### config.mk
export PLATFORM = sky130hd
export DESIGN_NAME = spi_master_px
export DESIGN_NICKNAME = d
export VERILOG_FILES = /design/src/rtl/spi_master_px.sv
export SDC_FILE = /design/constraint.sdc
export NUM_CORES = 1
export LEC_CHECK = 0
export ABC_AREA = 0
export CORE_MARGIN = 2
export CORE_UTILIZATION = 40
export DETAILED_ROUTE_END_ITERATION = 7
export HOLD_SLACK_MARGIN = 0.1
export SYNTH_ARGS = -nofsm -noshare
export SYNTH_HDL_FRONTEND = slang
export SYNTH_SLANG_ARGS = --single-unit
### constraint.sdc
create_clock -name clk -period 4.7 [get_ports clk]
set_input_delay 0.94 -clock clk [delete_from_list [all_inputs] [get_ports clk]]
set_output_delay 0.94 -clock clk [all_outputs]
set_load 0.02 [all_outputs]
### src/rtl/spi_master_px.sv
// SPI master with clock divider, MSB-first TX/RX shift paths and one-hot active-low slave selects.
// Define SPI_LSB_FIRST_EN to add the lsb_first port for LSB-first transfers.
module spi_master_px #(
    parameter  int DATA_W = 8,
    parameter  int NUM_SS = 4,
    parameter  int DIV_W  = 8,
    localparam int LEN_W  = $clog2(DATA_W) + 1,
    localparam int SEL_W  = (NUM_SS > 1) ? $clog2(NUM_SS) : 1
) (
    input  logic              clk,
    input  logic              rst,
    input  logic              start,
    input  logic              cpol,
    input  logic              cpha,
    input  logic [DIV_W-1:0]  clk_div,
    input  logic [LEN_W-1:0]  xfer_len,
    input  logic [SEL_W-1:0]  ss_sel,
    input  logic [DATA_W-1:0] tx_data,
    output logic [DATA_W-1:0] rx_data,
    output logic              busy,
    output logic              done,
    output logic              sck,
    output logic              mosi,
    output logic              mosi_oe,
    input  logic              miso,
`ifdef SPI_LSB_FIRST_EN
    input  logic              lsb_first,
`endif
    output logic [NUM_SS-1:0] ss_n
);

    localparam int IDX_W  = $clog2(DATA_W);
    localparam int EDGE_W = LEN_W + 1;

    typedef enum logic [2:0] {
        S_IDLE,
        S_SETUP,
        S_ACTIVE,
        S_HOLD,
        S_DONE
    } state_t;

    state_t              state;
    logic [DIV_W-1:0]    cnt;
    logic [DIV_W-1:0]    div_r;
    logic [EDGE_W-1:0]   edge_n;
    logic [LEN_W-1:0]    len_r;
    logic [LEN_W-1:0]    tx_k;
    logic [LEN_W-1:0]    rx_k;
    logic                cpol_r;
    logic                cpha_r;
    logic                lsb_r;
    logic [DATA_W-1:0]   tx_r;
    logic [DATA_W-1:0]   rx_r;

    logic                lsb_in;
    logic [LEN_W-1:0]    len_eff;
    logic                tick;
    logic [EDGE_W-1:0]   edge_nxt;
    logic                last_edge;
    logic                sample_edge;
    logic                drive_edge;

`ifdef SPI_LSB_FIRST_EN
    assign lsb_in = lsb_first;
`else
    assign lsb_in = 1'b0;
`endif

    // Position of the k-th transferred bit inside the right-aligned word.
    function automatic logic [IDX_W-1:0] bit_pos(input logic lsb,
                                                 input logic [LEN_W-1:0] len,
                                                 input logic [LEN_W-1:0] k);
        logic [LEN_W-1:0] p;
        p = lsb ? k : (len - LEN_W'(1) - k);
        return p[IDX_W-1:0];
    endfunction

    function automatic logic [NUM_SS-1:0] ss_decode(input logic [SEL_W-1:0] sel);
        logic [NUM_SS-1:0] v;
        v = '1;
        for (int unsigned i = 0; i < NUM_SS; i++) begin
            if (SEL_W'(i) == sel) v[i] = 1'b0;
        end
        return v;
    endfunction

    always_comb begin
        len_eff = xfer_len;
        if (xfer_len == '0 || xfer_len > LEN_W'(DATA_W)) len_eff = LEN_W'(DATA_W);
    end

    assign tick        = (cnt == div_r);
    assign edge_nxt    = edge_n + 1'b1;
    assign last_edge   = (edge_nxt == {len_r, 1'b0});
    // cpha=0 samples on odd edges, cpha=1 on even edges; the other edges drive.
    assign sample_edge = edge_nxt[0] ^ cpha_r;
    assign drive_edge  = !sample_edge && (cpha_r || !last_edge);

    always_ff @(posedge clk) begin
        if (rst) begin
            state   <= S_IDLE;
            cnt     <= '0;
            div_r   <= '0;
            edge_n  <= '0;
            len_r   <= '0;
            tx_k    <= '0;
            rx_k    <= '0;
            cpol_r  <= 1'b0;
            cpha_r  <= 1'b0;
            lsb_r   <= 1'b0;
            tx_r    <= '0;
            rx_r    <= '0;
            rx_data <= '0;
            busy    <= 1'b0;
            done    <= 1'b0;
            sck     <= 1'b0;
            mosi    <= 1'b0;
            mosi_oe <= 1'b0;
            ss_n    <= '1;
        end else begin
            case (state)
                S_IDLE: begin
                    sck  <= cpol;
                    done <= 1'b0;
                    busy <= 1'b0;
                    if (start) begin
                        state   <= S_SETUP;
                        cpol_r  <= cpol;
                        cpha_r  <= cpha;
                        lsb_r   <= lsb_in;
                        div_r   <= clk_div;
                        len_r   <= len_eff;
                        tx_r    <= tx_data;
                        rx_r    <= '0;
                        cnt     <= '0;
                        edge_n  <= '0;
                        rx_k    <= '0;
                        busy    <= 1'b1;
                        mosi_oe <= 1'b1;
                        ss_n    <= ss_decode(ss_sel);
                        if (cpha) begin
                            mosi <= 1'b0;
                            tx_k <= '0;
                        end else begin
                            mosi <= tx_data[bit_pos(lsb_in, len_eff, '0)];
                            tx_k <= LEN_W'(1);
                        end
                    end
                end
                S_SETUP, S_ACTIVE: begin
                    if (tick) begin
                        cnt    <= '0;
                        sck    <= ~sck;
                        edge_n <= edge_nxt;
                        if (sample_edge) begin
                            rx_r[bit_pos(lsb_r, len_r, rx_k)] <= miso;
                            rx_k <= rx_k + 1'b1;
                        end
                        if (drive_edge) begin
                            mosi <= tx_r[bit_pos(lsb_r, len_r, tx_k)];
                            tx_k <= tx_k + 1'b1;
                        end
                        state <= last_edge ? S_HOLD : S_ACTIVE;
                    end else begin
                        cnt <= cnt + 1'b1;
                    end
                end
                S_HOLD: begin
                    if (tick) begin
                        cnt     <= '0;
                        state   <= S_DONE;
                        done    <= 1'b1;
                        ss_n    <= '1;
                        mosi_oe <= 1'b0;
                        rx_data <= rx_r;
                    end else begin
                        cnt <= cnt + 1'b1;
                    end
                end
                S_DONE: begin
                    state <= S_IDLE;
                    done  <= 1'b0;
                    busy  <= 1'b0;
                    sck   <= cpol;
                end
                default: state <= S_IDLE;
            endcase
        end
    end

endmodule

Word level (Yosys, flattened, before mapping)
Cells that the tools add are included.
- register bits after elaboration: 70
- bits of input ports: 28
- output and inout port bits: 17
- $add $sub $neg: 8
- magnitude comparators: 5
- equal/unequal tests: 14
- multiplexer cells: 52
- bitwise logic cells: 2
- reduce and logical (&&, ||, !) cells: 28
- operators with widths (kind ; number):
    $mux W4 ; 9
    $mux W8 ; 4
    $pmux W8 S2 ; 2
    $pmux W4 S2 ; 3
    $mux W1 ; 18
    $lt A3 B4 Y1 const B ; 3
    $reduce_bool A2 Y1 ; 6
    $mux W5 ; 2
    $ne A2 B2 Y1 const B ; 5
    $pmux W1 S2 ; 5
    $pmux W5 S2 ; 1
    $reduce_and A2 Y1 ; 5
    $mux W3 ; 3
    $pmux W3 S3 ; 1
    $reduce_and A3 Y1 ; 3
    $add A4 B1 Y4 const B ; 2
    $add A8 B1 Y8 const B ; 1
    $bwmux W8 ; 1
    $eq A8 B8 Y1 ; 1
    $reduce_and A4 Y1 ; 2
    $bmux W1 S3 ; 2
    $eq A3 B2 Y1 const B ; 2
    $sub A3 B1 Y3 const B ; 2
    $sub A3 B3 Y3 ; 2
    other kinds (19) ; 24

Logic depth before layout (Yosys ltp)
Gate-level depths: netlist (run 1).
- depth after elaboration: 10
- gate-level depth with buffers: 8

Worst setup path before layout (run 1)
OpenSTA, ideal clock, no wires.
- path type: input -> register
- start point: input xfer_len[3]
- end point: register mosi
- setup time: 120 ps
- arrival: 2283 ps
- required time: 4580 ps
- slack: 2298 ps
- stages on the path: 7
- cells stage by stage: nand2b_1 > ha_1 > xor2_1 > mux4_2 > mux2i_1 > nor3_1 > o31a_1
- longest elaborated chain between the ends: 9
- elaborated cells between the ends (all ways): 10
- those cells by class: 1 x add/sub; 1 x order compare; 6 x mux; 2 x reduce/logical
- RTL lines (element ; RTL line ; RTL):
    start: declaration ; 16 ; input logic [LEN_W-1:0] xfer_len,
    $gt A4 B4 Y1 or $logic_not A4 Y1 (tied branches) ; 90 ; if (xfer_len == '0 || xfer_len > LEN_W'(DATA_W)) len_eff = LEN_W'(DATA_W);
    $logic_or A1 B1 Y1 (*) ; 90 ;
    $mux W4 (*) ; 90 ;
    $sub A3 B1 Y3 (*) ; 75 ; p = lsb ? k : (len - LEN_W'(1) - k);
    $bmux W1 S3 (*) ; 146 ; mosi <= tx_data[bit_pos(lsb_in, len_eff, '0)];
    $mux W1 (not written as such) (*) ; 146 ;
    $mux W1 (*) ; 142 ; if (cpha) begin
    $mux W1 (*) ; 127 ; if (start) begin
    $pmux W1 S2 (*) ; 122 ; case (state)
    end signal: assignment ; 146 ;
    end signal: assignment ; 161 ; mosi <= tx_r[bit_pos(lsb_r, len_r, tx_k)];
    end: declaration ; 23 ; output logic mosi,
Mark *: on every way between the ends. The rest lies on a longest branch, timed or not. The select of a mux whose other input is x is not followed.
A chain may end at the register's enable or synchronous reset.

Final worst setup path (run 1)
Ends and elaborated chain as after synthesis.

==> results of run 1 <==
## through the flow
stage | setup slack (ns) | total power [mW] | instances
2_1_floorplan | 2.30 | 1.01 | 394
4_1_cts | 2.01 | 1.53 | 542
3_5_place_dp | 1.65 | 1.13 | 527
6_report | 2.01 | 1.52 | 542
5_1_grt | 1.85 | 1.61 | 542
3_3_place_gp | 1.74 | 1.12 | 527
## Yosys cell counts, types with 7 or more instances
cell type,instances,area [µm²]
dfxtp_1,68,1360
nand2_1,60,225
a21oi_1,46,230
nor2_1,30,113
nor3_1,15,75.1
xnor2_1,14,123
clkbuf_1,12,45.0
a32oi_1,9,78.8
nand3b_1,9,67.6
o21ai_0,9,45.0
a311oi_1,8,70.1
ha_1,8,100
nand3_1,7,35.0
## layer usage
metal	vias to the layer above	part of all wire, %	track usage [%]
met5	-	0	0
met4	0	0.50	4.01
met3	2	3.9	4.55
met2	46	47	28.5
met1	1402	48	22.9
li1	1484	-	-
## critical path: stages
cell             delay [ns]
clkdlybuf4s50_1        0.44
nand2b_1               0.24
ha_1                   0.24
xor2_1                 0.25
mux4_2                 0.33
mux2i_1                0.16
nor3_1                 0.06
o31a_1                 0.25
## logic make-up (layout without fill, tap and decap cells)
| logic type | Yosys count | count (layout) | synth area share [%] |
|---|---|---|---|
| buffers and inverters | 25 | 68 | 3.15 |
| AOI/OAI and AO/OA | 95 | 95 | 17.8 |
| adders and majority gates | 10 | 10 | 4.06 |
| muxes | 8 | 8 | 3.80 |
| xor gates and xnor gates | 24 | 24 | 7.17 |
| and+or+nand+nor | 164 | 164 | 24.6 |
| DFF | 68 | 68 | 39.4 |
## registers in the layout, indices dropped and copies added (netlist names), 3 cells and up
signal   flops
edge_n       5
len_r        4
rx_r         8
div_r        8
ss_n         4
rx_data      8
rx_k         3
tx_r         8
tx_k         3
cnt          8
state        3
## final cells by class
| class | instances | area (µm²) |
|---|---|---|
| repair buffers | 48 | 465 |
| inverters | 5 | 18.8 |
| flip-flops and latches | 68 | 1360 |
| well taps | 105 | 131 |
| clock buffers | 12 | 135 |
| fillers | 819 | 4190 |
| clock inverters | 3 | 15.0 |
| multi-input cells | 301 | 1980 |
## where the power goes
part / switching, mW / total, mW / internal (mW)
sequential: 0.0410 / 0.664 / 0.623
combinational: 0.273 / 0.454 / 0.181
clock: 0.212 / 0.398 / 0.187
## cell usage in the layout, fill, tap and decap left out, types with 5 or more instances in the layout
cell	n
dfxtp_1	68
and2_1	6
nand3b_1	9
nand3_1	7
xor2_1	5
o21ai_0	9
nor2_1	30
nor3_1	15
ha_1	8
xnor2_1	14
inv_1	5
or3_1	5
clkdlybuf4s50_1	43
a32oi_1	9
xnor2_2	5
clkbuf_8	9
a21oi_1	46
a311oi_1	8
and3_1	5
nand2_1	60
## path summary, 6_finish.rpt
kind                                   end  cells past startpoint  slack (ns)         from
worst max-delay path                  mosi                      8        2.01  xfer_len[3]
worst min register to register  rx_data[2]                      2        0.46   rx_data[2]
worst min-delay path            rx_data[2]                      2        0.46   rx_data[2]
worst max register to register        mosi                      7        2.09     len_r[0]
==> impl_metrics.env, run 1 <==
export IMPL_status="complete, no violations"
export IMPL_cts_resized=0
export IMPL_areaGrowthSynthToFinish_pct=19.0
export IMPL_grt_pass1_wl_um=13400
export IMPL_p_leak_nw=1.44
export IMPL_hold_class="flop to flop"
export IMPL_drv_cap=0
export IMPL_drc=0
export IMPL_final_core_util_pct=49.5
export IMPL_clk_latency_ns=0.34
export IMPL_max_slew_margin_rel_pct=39.2
export IMPL_start_util_pct=41.6
export IMPL_drtIter0Drc=108
export IMPL_yosys_warnings=0
export IMPL_cts_hold_buf=0
export IMPL_finalMaxSlewViolations=0
export IMPL_synth_cells=394
export IMPL_clock_sinks=68
export IMPL_std_cell_rows=33
export IMPL_io_buffers=44
export IMPL_cp_max_fo=4
export IMPL_detailed_place_area_um2=3960
export IMPL_syn_nets=432
export IMPL_wl_per_cell_um=14.7
export IMPL_worst_slew_pin_slew_ns=0.912
export IMPL_clock_path_buffers=2
export IMPL_arrival_ns=2.92
export IMPL_fp_dieW_um=96.9
export IMPL_fin_hold_ws_ns=0.456
export IMPL_required_ns=4.93
export IMPL_ys_seq_elements=68
export IMPL_synth_avg_cell_area_um2=8.77
export IMPL_gp_congestion=0.796
export IMPL_antenna_left=0
export IMPL_cp_start_kind="input port"
export IMPL_die_h_um=96.9
export IMPL_place_hpwl_um=5560
export IMPL_grt_ovfl_total=0
export IMPL_post_cts_buffers=0
export IMPL_num_io_pins=45
export IMPL_finalHoldViolCount=0
export IMPL_fin_worst_skew_ns=0.00588
export IMPL_min_period_over_period_pct=57.3
export IMPL_max_freq_mhz=371
export IMPL_grtUsageTotal_pct=17.3
export IMPL_setup_viol=0
export IMPL_dr_pass1_iters=4
export IMPL_criticalPathCategory="input port to flop"
export IMPL_clk_root_buffer_cell="clkbuf_8"
export IMPL_power_density_nw_per_um2=369
export IMPL_netlist_area_um2=3450
export IMPL_dieArea_um2=9400
export IMPL_ir_drop_uv=212
export IMPL_cts_buffers=9
export IMPL_rsz0062_at_grt="false"
export IMPL_final_nets=471
export IMPL_grt_pass1_vias=2806
export IMPL_cts_tree="built"
export IMPL_core_area_um2=8300
export IMPL_synth_main_ff_cell="dfxtp_1"
export IMPL_endpoint_kind="flop"
export IMPL_grt_max_degree=47
export IMPL_drive_above_1_share_pct=9.84
export IMPL_design_area_um2=4110
export IMPL_async_flop_share_pct=0
export IMPL_vias=2934
export IMPL_ys_seq_area_share_pct=39.4
export IMPL_cts_max_level=3
export IMPL_synth_edf_count=0
export IMPL_viasPerCell=5.41
export IMPL_path_clk_slew_ns=0.07
export IMPL_antenna_cells=0
export IMPL_fin_crit_ns=2.69
export IMPL_ys_types=56
export IMPL_wirelength_um=7990
export IMPL_finalSetupTns_ns=0
export IMPL_antenna_found_initial=0
No activity file was read; power rests on OpenSTA's default activity.
==> inputs of run 2 (changes only) <==
clock period = 2.7 ns   (was 4.7 ns; I/O delays follow)
==> run 2 against run 1 <==
Die area unchanged; power up 88%; sequential share of layout area down 0.92 points; register-to-register slack worse by 1.9 ns; first-iteration DRC count down 13%; global-route usage up 0.81 points; final area up 2.9%; non-clock buffer count up 7; count of clock-buffer cells in the layout unchanged.
==> impl_metrics.env, run 2 (synthesis results as in run 1) <==
export IMPL_status="complete, no violations"
export IMPL_power_switching_uw=951
export IMPL_dr_pass1_iters=4
export IMPL_met1_usage_pct=25.4
export IMPL_path_cells="inv_1 -> ha_1 -> fa_1 -> mux4_2 -> mux2i_1 -> nor2_1 -> o31a_1"
export IMPL_criticalPathCategory="flop to flop"
export IMPL_arrival_ns=2.76
export IMPL_io_buffers=44
export IMPL_worst_slew_pin_slew_ns=0.913
export IMPL_p_leak_nw=1.50
export IMPL_grtUsageTotal_pct=18.1
export IMPL_holdPathStages=2
export IMPL_drc=0
export IMPL_switching_share_pct=33.3
export IMPL_antenna_left=0
export IMPL_start_util_pct=41.6
export IMPL_clock_path_buffers=2
export IMPL_grt_util_met3_pct=3.40
export IMPL_detailed_place_area_um2=4030
export IMPL_grt_busiest_layer="met2"
export IMPL_clk_root_buffer_cell="clkbuf_8"
export IMPL_cts_max_level=3
export IMPL_cpMaxStageDelayCell="fa_1"
export IMPL_antenna_found_initial=0
export IMPL_cp_max_fo=5
export IMPL_seqPwrFrac_pct=40.5
export IMPL_use_met2_pct=27.2
export IMPL_grt_pass1_wl_um=14000
export IMPL_wirelength_um=8040
export IMPL_hold_class="flop to flop"
export IMPL_max_slew_margin_rel_pct=39.2
export IMPL_cts_buffers=9
export IMPL_path_clk_slew_ns=0.07
export IMPL_cts_hold_buf=0
export IMPL_finalSetupTns_ns=0
export IMPL_p_int_mw=1.90
export IMPL_total_power_mw=2.85
export IMPL_grt_max_degree=49
export IMPL_dieArea_um2=9400
export IMPL_required_ns=2.94
export IMPL_core_area_um2=8300
export IMPL_antenna_cells=0
export IMPL_areaGrowthSynthToFinish_pct=22.4
export IMPL_combPwrFrac_pct=29.0
export IMPL_design_area_um2=4230
export IMPL_drive_above_1_share_pct=11.9
export IMPL_reg2reg_slack_ns=0.18
export IMPL_min_period_over_period_pct=93.2
export IMPL_cts_resized=0
export IMPL_final_nets=478
export IMPL_layout_commonest_cell="dfxtp_1"
export IMPL_drtIter0Drc=94
export IMPL_setup_viol=0
export IMPL_clock_sinks=68
export IMPL_ir_drop_uv=277
export IMPL_fin_worst_skew_ns=0.00671
export IMPL_num_io_pins=45
export IMPL_die_h_um=96.9
export IMPL_max_freq_mhz=397
export IMPL_vias=2942
export IMPL_grt_pass1_vias=2919
export IMPL_final_cell_mix="68 x dfxtp_1, 60 x nand2_1, 46 x a21oi_1"
export IMPL_fin_crit_ns=2.52
export IMPL_rsz0062_at_grt="false"
export IMPL_p_clk_share_pct=30.5
export IMPL_power_density_nw_per_um2=675
export IMPL_wl_per_cell_um=14.6
export IMPL_endpoint_kind="flop"
export IMPL_clk_latency_ns=0.35
export IMPL_finalMaxSlewViolations=0
export IMPL_drv_cap=0
export IMPL_post_cts_buffers=0
export IMPL_gp_congestion=0.811
export IMPL_fin_hold_ws_ns=0.457
export IMPL_std_cell_rows=33
export IMPL_place_hpwl_um=5700
export IMPL_viasPerCell=5.35
export IMPL_finalHoldViolCount=0
export IMPL_grt_ovfl_total=0
export IMPL_cp_start_kind="flop"
export IMPL_cts_tree="built"
export IMPL_final_core_util_pct=51.0
export IMPL_max_stage_delay_ns=0.58
export IMPL_r2r_cells=7
export IMPL_fp_dieW_um=96.9
run 2: cell types whose count changed in the layout (fill, tap and decap cells not counted), sizes merged:
cell and delta:
clkinv -1, buf +7, bufinv +1, clkinvlp +1
run 2: path summary, 6_finish.rpt:
kind             end     start
min reg2reg  tx_r[0]   tx_r[0]
max reg2reg     mosi  len_r[0]
max             mosi  len_r[0]
min          tx_r[0]   tx_r[0]
run 2: cell type report:
type	count	area, µm²
well taps	105	131
clock buffers	12	155
clock inverters	4	47.5
repair buffers	55	531
fillers	787	4070
flip-flops and latches	68	1360
multi-input cells	301	1980
inverters	5	18.8
run 2: power by group through the flow:
stage	Clock, mW	Sequential [mW]	Combinational [mW]
after floorplan	0	1.18	0.580
after global placement	0	1.18	0.821
after detailed placement	0	1.18	0.824
after CTS	0.888	1.16	0.832
after global routing	0.938	1.17	0.923
final	0.869	1.16	0.828
run 2: per-stage QoR:
step	std cells	worst slack, ns
3_5_place_dp	534	0.176
3_3_place_gp	534	0.239
4_1_cts	550	0.170
2_1_floorplan	394	0.332
5_1_grt	550	0.0187
6_report	550	0.183
run 2: worst max-delay path, delay by kind of cell, from the launching register on:
family | cells | cell delay [ns]
AOI/OAI and AO/OA | 1 | 0.27
adders and majority gates | 2 | 0.92
buffers and inverters | 1 | 0.07
DFF | 1 | 0.45
muxes | 2 | 0.65
and+or+nand+nor | 1 | 0.05
run 2: layer usage:
layer / vias to the layer above / wire length [µm]
met3: 12 / 301
li1: 1493 / -
met2: 65 / 3590
met1: 1372 / 3970
met4: 0 / 180
met5: - / 0
==> inputs of run 3 (changes only) <==
CORE_MARGIN = unset   (was 2)
REMOVE_ABC_BUFFERS = 1   (was unset)
==> run 3 against run 2 <==
Non-clock buffer count is the same; sequential share of layout area decreased by 0.066 points; sequential power hardly changed; global-route usage up 0.98 points; clock skew rose by 0.0024 ns; final area rose by 0.21%; critical endpoint unchanged; largest power group unchanged; highest routed layer unchanged.
==> impl_metrics.env, run 3 (synthesis results as in run 1) <==
export IMPL_status="complete, no violations"
export IMPL_post_place_ws_ns=0.140
export IMPL_ir_drop_uv=297
export IMPL_cts_max_level=3
export IMPL_cpMaxStageDelayCell="fa_1"
export IMPL_clk_root_buffer_cell="clkbuf_8"
export IMPL_crit_path_end="mosi"
export IMPL_layout_setup_ws_ns=0.204
export IMPL_n_fill_cell=825
export IMPL_max_slew_margin_rel_pct=55.2
export IMPL_cts_buffers=9
export IMPL_finalMaxSlewViolations=0
export IMPL_start_util_pct=41.6
export IMPL_core_area_um2=8300
export IMPL_multi_input_area_um2=1980
export IMPL_fp_dieW_um=94.9
export IMPL_drc=0
export IMPL_r2r_start="len_r[0]"
export IMPL_setup_viol=0
export IMPL_vias=2974
export IMPL_gp_congestion=0.794
export IMPL_use_met2_pct=32.9
export IMPL_critical_path_top_delay_family="adder cells"
export IMPL_grtUsageTotal_pct=19.1
export IMPL_path_buf_inv=1
export IMPL_cts_resized=0
export IMPL_final_nets=478
export IMPL_post_cts_buffers=0
export IMPL_antenna_cells=0
export IMPL_power_density_nw_per_um2=690
export IMPL_cts_hold_buf=0
export IMPL_fin_crit_ns=2.50
export IMPL_wirelength_um=7880
export IMPL_layout_commonest_cell="dfxtp_1"
export IMPL_p_leak_nw=1.51
export IMPL_required_ns=2.93
export IMPL_finalSetupTns_ns=0
export IMPL_finalHoldViolCount=0
export IMPL_max_freq_mhz=401
export IMPL_total_power_mw=2.92
export IMPL_grt_pass1_wl_um=13400
export IMPL_drive_above_1_share_pct=11.9
export IMPL_final_core_util_pct=51.1
export IMPL_drtIter0Drc=107
export IMPL_fin_worst_skew_ns=0.00915
export IMPL_grt_util_met3_pct=4.67
export IMPL_endpoint_kind="flop"
export IMPL_met1_usage_pct=23.4
export IMPL_drv_cap=0
export IMPL_worst_slew_pin_slew_ns=0.667
export IMPL_rsz0062_at_grt="false"
export IMPL_grt_pass1_vias=2886
export IMPL_final_seq_area_um2=1360
export IMPL_cp_max_fo=5
export IMPL_min_period_over_period_pct=92.5
export IMPL_cp_startpoint="len_r[0]"
export IMPL_final_cell_mix="68 x dfxtp_1, 60 x nand2_1, 46 x a21oi_1"
export IMPL_r2r_cells=7
export IMPL_place_hpwl_um=5660
export IMPL_path_cells="inv_1 -> ha_1 -> fa_1 -> mux4_2 -> mux2i_1 -> nor2_1 -> o31a_1"
export IMPL_die_h_um=94.9
export IMPL_cp_start_kind="flop"
export IMPL_cts_tree="built"
export IMPL_reg2reg_slack_ns=0.20
export IMPL_grt_busiest_layer="met2"
export IMPL_path_clk_slew_ns=0.08
export IMPL_clock_sinks=68
export IMPL_antenna_left=0
export IMPL_num_io_pins=45
export IMPL_io_buffers=44
export IMPL_antenna_found_initial=0
export IMPL_criticalPathCategory="flop to flop"
export IMPL_dr_pass1_iters=4
export IMPL_dieArea_um2=9010
export IMPL_dp_cells=534
export IMPL_grt_max_degree=31
export IMPL_wl_per_cell_um=14.4
export IMPL_grt_ovfl_total=0
export IMPL_worst_r2r_endpoint="mosi"
export IMPL_max_stage_delay_ns=0.57
export IMPL_clock_path_buffers=2
export IMPL_areaGrowthSynthToFinish_pct=22.7
export IMPL_path_depth=7
export IMPL_clk_latency_ns=0.34
export IMPL_viasPerCell=5.42
export IMPL_hold_class="flop to flop"
export IMPL_arrival_ns=2.73
export IMPL_std_cell_rows=33
export IMPL_stdcell_count=549
[run 3: changes by cell type in the layout (fill, tap and decap cells not counted), sizes merged]
cell,before,now
clkinv,2,1
clkbuf,12,11
bufinv,1,2
[run 3: where the power goes]
part	internal [mW]	leakage, nW	switching [mW]
clock network	0.564	0.111	0.380
registers	1.08	0.554	0.0717
logic	0.339	0.841	0.484
[run 3: tightest hold or removal path, stage by stage, from the launching register on]
cell	delay [ns]
dfxtp_1	0.31
nand2_1	0.05
a21oi_1	0.05
[run 3: worst min-delay path by stage]
stage | startpoint | endpoint | slack [ns] | depth (start not counted)
2_1_floorplan | rx_r[0] | rx_data[0] | 0.43 | 2
6_report | rx_data[7] | rx_data[7] | 0.46 | 2
3_3_place_gp | rx_data[7] | rx_data[7] | 0.44 | 2
4_1_cts | rx_data[2] | rx_data[2] | 0.46 | 2
3_5_place_dp | rx_data[2] | rx_data[2] | 0.45 | 2
5_1_grt | rx_data[7] | rx_data[7] | 0.48 | 2
[run 3: routing by layer]
| metal | wire length (µm) | up-vias |
|---|---|---|
| li1 | - | 1497 |
| met1 | 3650 | 1416 |
| met2 | 3880 | 53 |
| met3 | 262 | 8 |
| met4 | 89 | 0 |
| met5 | 0 | - |
[run 3: layout make-up]
| cell class | instances | share of cell area (%) |
|---|---|---|
| clock inverters | 4 | 1.71 |
| multi-input cells | 301 | 46.8 |
| repair buffers | 55 | 12.2 |
| clock buffers | 11 | 3.57 |
| flip-flops and latches | 68 | 32.1 |
| inverters | 5 | 0.443 |
| well taps | 105 | 3.10 |
[run 3: per-stage QoR]
stage	area, µm²	hold slack [ns]
floorplan	3360	0.425
detailed placement	4010	0.449
global route	4240	0.475
global placement	4010	0.445
CTS	4240	0.459
finish	4240	0.457
